## config.mk

```make
export PLATFORM = sky130hd
export DESIGN_NAME = voice_mixer_pdm
export DESIGN_NICKNAME = d
export VERILOG_FILES = /design/src/rtl/audio_pkg.sv /design/src/rtl/pdm_dac.sv /design/src/rtl/voice_mixer_pdm.sv
export SDC_FILE = /design/constraint.sdc
export NUM_CORES = 1
export LEC_CHECK = 0
export CAP_MARGIN = 40
export CORE_ASPECT_RATIO = 1.5
export CORE_UTILIZATION = 55
export CTS_BUF_LIST = sky130_fd_sc_hd__clkbuf_8
export DETAILED_ROUTE_END_ITERATION = 10
export PLACE_DENSITY = 0.87
export SYNTH_ARGS = -nofsm -noshare
export SYNTH_HDL_FRONTEND = slang
export SYNTH_SLANG_ARGS = --single-unit
```

## constraint.sdc

```tcl
create_clock -name clk -period 8.1 [get_ports clk]
set_input_delay 1.62 -clock clk [delete_from_list [all_inputs] [get_ports clk]]
set_output_delay 1.62 -clock clk [all_outputs]
set_load 0.1 [all_outputs]
```

## src/rtl/audio_pkg.sv

```systemverilog
// rtl/audio_pkg.sv - shared audio constants, saturation helpers and mixer state enum
package audio_pkg;

  localparam int BITDEPTH_DEF = 14;
  localparam int MIDSCALE     = 2 ** (BITDEPTH_DEF - 1);
  localparam int SAT_MAX_DEF  = MIDSCALE - 1;
  localparam int SAT_MIN_DEF  = -MIDSCALE;
  // Master volume is a fixed-point gain with 128 meaning unity.
  localparam int GAIN_SHIFT   = 7;

  typedef enum logic [1:0] {
    IDLE,
    ACCUM,
    SCALE
  } mix_state_e;

  function automatic int midscale(input int bitdepth);
    return 2 ** (bitdepth - 1);
  endfunction

  function automatic int acc_width(input int bitdepth, input int num_voices);
    return bitdepth + $clog2(num_voices);
  endfunction

endpackage

```

## src/rtl/pdm_dac.sv

```systemverilog
// rtl/pdm_dac.sv - first-order error-feedback delta-sigma modulator, one bit per clk
module pdm_dac #(
  parameter int BITDEPTH = 14
) (
  input  logic                clk,
  input  logic                rst,
  input  logic [BITDEPTH-1:0] sample,
  output logic                pdm_out
);

  logic [BITDEPTH-1:0] err_q, err_d;
  logic                pdm_q, pdm_d;
  logic [BITDEPTH:0]   sum;

  // Carry out of the error accumulator is the output bit; the remainder is fed back.
  always_comb begin
    sum   = {1'b0, err_q} + {1'b0, sample};
    err_d = sum[BITDEPTH-1:0];
    pdm_d = sum[BITDEPTH];
  end

  always_ff @(posedge clk or negedge rst) begin
    if (!rst) begin
      err_q <= '0;
      pdm_q <= 1'b0;
    end else begin
      err_q <= err_d;
      pdm_q <= pdm_d;
    end
  end

  assign pdm_out = pdm_q;

endmodule

```

## src/rtl/voice_mixer_pdm.sv

```systemverilog
// rtl/voice_mixer_pdm.sv - serial voice summer with master volume, saturation and PDM output
module voice_mixer_pdm
  import audio_pkg::*;
#(
  parameter int NUM_VOICES = 4,
  parameter int BITDEPTH   = BITDEPTH_DEF,
  parameter int VOL_BITS   = 8
) (
  input  logic                           clk,
  input  logic                           rst,
  input  logic                           sample_clock,
  input  logic [NUM_VOICES*BITDEPTH-1:0] voices,
  input  logic [VOL_BITS-1:0]            volume,
  output logic [BITDEPTH-1:0]            mix_out,
  output logic                           mix_valid,
  output logic                           pdm_out,
  output logic                           overrun
);

  localparam int ACC_W  = acc_width(BITDEPTH, NUM_VOICES);
  localparam int IDX_W  = (NUM_VOICES > 1) ? $clog2(NUM_VOICES) : 1;
  localparam int PROD_W = ACC_W + VOL_BITS + 1;

  localparam logic signed [ACC_W-1:0]  MID_ACC  = ACC_W'(midscale(BITDEPTH));
  localparam logic signed [PROD_W-1:0] SAT_MAX  = PROD_W'(midscale(BITDEPTH) - 1);
  localparam logic signed [PROD_W-1:0] SAT_MIN  = PROD_W'(-midscale(BITDEPTH));
  localparam logic [BITDEPTH-1:0]      MID_OUT  = BITDEPTH'(midscale(BITDEPTH));
  localparam logic [IDX_W-1:0]         IDX_LAST = IDX_W'(NUM_VOICES - 1);

  mix_state_e                state_q, state_d;
  logic [IDX_W-1:0]          idx_q, idx_d;
  logic signed [ACC_W-1:0]   acc_q, acc_d;
  logic [VOL_BITS-1:0]       vol_q, vol_d;
  logic [BITDEPTH-1:0]       mix_q, mix_d;
  logic                      valid_q, valid_d;
  logic                      overrun_q, overrun_d;
  logic                      sc_q, sc_d, sc2_q, sc2_d;

  logic                      trigger;
  logic [BITDEPTH-1:0]       voice_sel;
  logic signed [ACC_W-1:0]   voice_off;
  logic signed [PROD_W-1:0]  prod, scaled;
  logic [BITDEPTH-1:0]       sat;

  // Falling edge seen one clk after sampling, giving voices half a sample period to settle.
  assign trigger   = sc2_q & ~sc_q;
  assign voice_sel = voices[idx_q*BITDEPTH +: BITDEPTH];
  assign voice_off = $signed(ACC_W'(voice_sel)) - MID_ACC;
  assign prod      = $signed(PROD_W'(acc_q)) * $signed(PROD_W'({1'b0, vol_q}));
  assign scaled    = prod >>> GAIN_SHIFT;

  always_comb begin
    if (scaled > SAT_MAX) begin
      sat = {1'b0, {(BITDEPTH-1){1'b1}}};
    end else if (scaled < SAT_MIN) begin
      sat = {1'b1, {(BITDEPTH-1){1'b0}}};
    end else begin
      sat = scaled[BITDEPTH-1:0];
    end
  end

  always_comb begin
    sc_d      = sample_clock;
    sc2_d     = sc_q;
    state_d   = state_q;
    idx_d     = idx_q;
    acc_d     = acc_q;
    vol_d     = vol_q;
    mix_d     = mix_q;
    valid_d   = 1'b0;
    overrun_d = overrun_q;
    case (state_q)
      IDLE: begin
        if (trigger) begin
          state_d = ACCUM;
          acc_d   = '0;
          vol_d   = volume;
          idx_d   = '0;
        end
      end
      ACCUM: begin
        acc_d = acc_q + voice_off;
        idx_d = idx_q + 1'b1;
        if (idx_q == IDX_LAST) state_d = SCALE;
      end
      SCALE: begin
        mix_d   = sat + MID_OUT;
        valid_d = 1'b1;
        state_d = IDLE;
      end
      default: state_d = IDLE;
    endcase
    if (trigger && state_q != IDLE) overrun_d = 1'b1;
  end

  always_ff @(posedge clk or negedge rst) begin
    if (!rst) begin
      state_q   <= IDLE;
      idx_q     <= '0;
      acc_q     <= '0;
      vol_q     <= '0;
      mix_q     <= MID_OUT;
      valid_q   <= 1'b0;
      overrun_q <= 1'b0;
      sc_q      <= 1'b0;
      sc2_q     <= 1'b0;
    end else begin
      state_q   <= state_d;
      idx_q     <= idx_d;
      acc_q     <= acc_d;
      vol_q     <= vol_d;
      mix_q     <= mix_d;
      valid_q   <= valid_d;
      overrun_q <= overrun_d;
      sc_q      <= sc_d;
      sc2_q     <= sc2_d;
    end
  end

  assign mix_out   = mix_q;
  assign mix_valid = valid_q;
  assign overrun   = overrun_q;

  pdm_dac #(.BITDEPTH(BITDEPTH)) u_pdm_dac (
    .clk     (clk),
    .rst     (rst),
    .sample  (mix_q),
    .pdm_out (pdm_out)
  );

endmodule
```

==> flow_summary.ini <==
[status]
status = completed

[drt]
wl_met1_um = 6330
postRouteAntennaNets = 0
dr_wl_met3_um = 628
vias_per_cell = 5.36
dr_wl_met2_um = 8730
dr.first_iter.drc_count = 236
drtPass1Iterations = 4
wirelength_um = 16000
drc = 0
wl_per_cell_um = 14.0
vias = 6123
top_layer = met4

[timing]
tightest_slew_ns = 0.836
max_clock_freq_mhz = 167
tns_ns = 0
finalClockSkew_ns = 0.0192
setup_viol = 0
slew_headroom = 0.443
hold_violations = 0
fin_crit_sh = 0.738
min_period_ns = 5.98
rsz0062_at_grt = false
maxSlewViolCount = 0

[yosys]
synth_edf_count = 0
ys.flop_type = dfrtp_1
syn_area_per_cell_sq_um = 9.41
syn_nets = 1105
syn-cell-area_sq_mm = 0.00808
ys_types = 49
synth_top_cell_by_area = fa_1
synthTopCellsByCount = 166 x inv_1, 103 x fa_1, 97 x nand2_1
synth.area.top_cells = fa_1 26%, dfrtp_1 19%, ha_1 12%, inv_1 7.7%, and2_1 5.7%
yosys_warnings = 0
synth-seq-area-share = 0.189
yosysTopAreaCellShare = 0.255
synth_seq_cells = 61
synth_most_common_cell = inv_1
async_reset_ff_frac = 1.00
syn_inst = 859

[global_route]
grtUsageTotal = 0.236
grt_max_degree = 62
antenna_found_initial = 0
grt_overflow = 0
grt_pass1_wl_um = 28400
grt_pass1_vias = 6638

[cells_and_area]
final_core_util = 0.672
drive_above_1_share = 0.0853
fill_cells = 1068
stdcell_count = 1142
layout.nets = 1191
syn_to_final_growth_pct = 18.1
regArea_sq_mm = 0.00153
finalInstanceArea_sq_mm = 0.00954
n_antenna_cell = 0
multi_input_area_sq_mm = 0.00581

[critical_path]
start_kind = flop
endpoint_kind = flop
crit_fanout = 16
critPathKind = flop to flop
cp.required_ns = 8.37
cp.arrival_ns = 6.25

[clocking]
cts-resized-gates = 0
htreeDepth = 3
clkSlewWorstSetupHoldPaths_ns = 0.08
holdBufCountCts = 0
cts_buffers = 9
clock_latency_ns = 0.37
clock_path_buffers = 2
clock-sinks = 61
post_cts_buffers = 0
cts_tree = done
root_buffer = clkbuf_8

[die]
die_w_um = 101
dieArea_sq_mm = 0.0152
rows = 53
fp.dieH_um = 150
core-area_sq_mm = 0.0142
io_pins = 84
start_util = 0.569

[placed_design]
dp_cells = 1126
gp_congestion = 0.851
placed_area_sq_mm = 0.00933
hpwlAfterDp_um = 13100
port_buffers = 83

[job]
maxCapViolCount = 0

[min_path]
hp-class = flop to flop
[cell usage in the layout, fill, tap and decap left out, types with 3 or more instances in the layout]
master	netlist	final
a21oi_1	24	24
or3_1	4	4
fa_1	103	103
nand2_1	97	97
xor2_1	19	19
nor3_1	12	11
a31o_2	3	3
o21a_1	5	5
mux4_2	14	14
a31oi_1	4	4
or2_2	3	3
xnor2_1	23	23
inv_1	166	167
nand2b_1	3	3
nand3_1	5	5
buf_4	0	4
and2_1	73	73
o21ai_0	33	33
a22oi_1	4	4
a21o_1	15	15
clkbuf_8	0	9
clkdlybuf4s50_1	0	82
o21bai_1	6	6
a211oi_1	5	5
nor2_1	25	25
o22ai_1	4	4
nor3_2	2	3
and3_1	3	3
ha_1	76	76
buf_8	0	16
dfrtp_1	60	60
mux2_2	8	8
a22oi_2	10	10
nor2b_1	4	4
[registers in the layout, indices dropped and copies added, names as in the netlist]
| name | count |
|---|---|
| state_q | 2 |
| idx_q | 2 |
| sc2_q | 1 |
| mix_valid | 1 |
| sc2_d | 1 |
| vol_q | 8 |
| u_pdm_dac.pdm_out | 1 |
| overrun | 1 |
| acc_q | 16 |
| mix_out | 14 |
| u_pdm_dac.err_q | 14 |
[per-stage QoR]
stage,setup WS (ns),hold WS (ns)
2_1_floorplan,2.84,0.346
3_3_place_gp,2.49,0.357
3_5_place_dp,2.21,0.362
4_1_cts,2.13,0.380
5_1_grt,1.69,0.388
6_report,2.12,0.375
[worst paths after layout]
check                               to  depth (start not counted)  slack [ns]      from
max                         mix_out[1]                         18        2.12  vol_q[0]
min                              sc2_q                          0        0.38     sc2_d
max reg2reg                 mix_out[1]                         18        2.12  vol_q[0]
min reg2reg                      sc2_q                          0        0.38     sc2_d
max in group asynchronous     acc_q[1]                          2        6.15       rst
min in group asynchronous  mix_out[10]                          2        1.41       rst
[routing by layer]
layer	GRT usage	vias up
met5	0	-
met4	0.0775	0
met3	0.0371	30
met2	0.449	176
met1	0.266	3017
li1	-	2900
[layout make-up]
type,instances,area share
Inverter,166,0.0653
Clock inverter,7,0.00957
Tap cell,192,0.0252
Timing Repair Buffer,104,0.118
Multi-Input combinational cell,603,0.609
Sequential cell,61,0.160
Clock buffer,9,0.0130
[kinds of logic after synthesis]
logic type | Yosys count | synth area share
adders and majority gates | 179 | 0.373
muxes | 22 | 0.0502
xor gates and xnor gates | 42 | 0.0455
DFF | 61 | 0.189
and+or+nand+nor | 237 | 0.145
AOI/OAI and AO/OA | 123 | 0.105
buffers and inverters | 195 | 0.0921
[worst max-delay path, stage by stage, from the launching register on]
cell	delay, ns
dfrtp_1	0.67
nand2_1	0.22
fa_1	0.71
inv_1	0.15
fa_1	0.52
fa_1	0.49
inv_1	0.05
fa_1	0.53
inv_1	0.05
ha_1	0.35
a21o_1	0.17
a21o_1	0.18
a21oi_1	0.24
o31ai_4	0.15
a311oi_1	0.35
xnor2_1	0.16
o21ai_2	0.59
a22oi_1	0.15
nand2_1	0.12
Power is not shown: default switching activity piles up to over one toggle a cycle in this logic, so the estimate is an artifact.
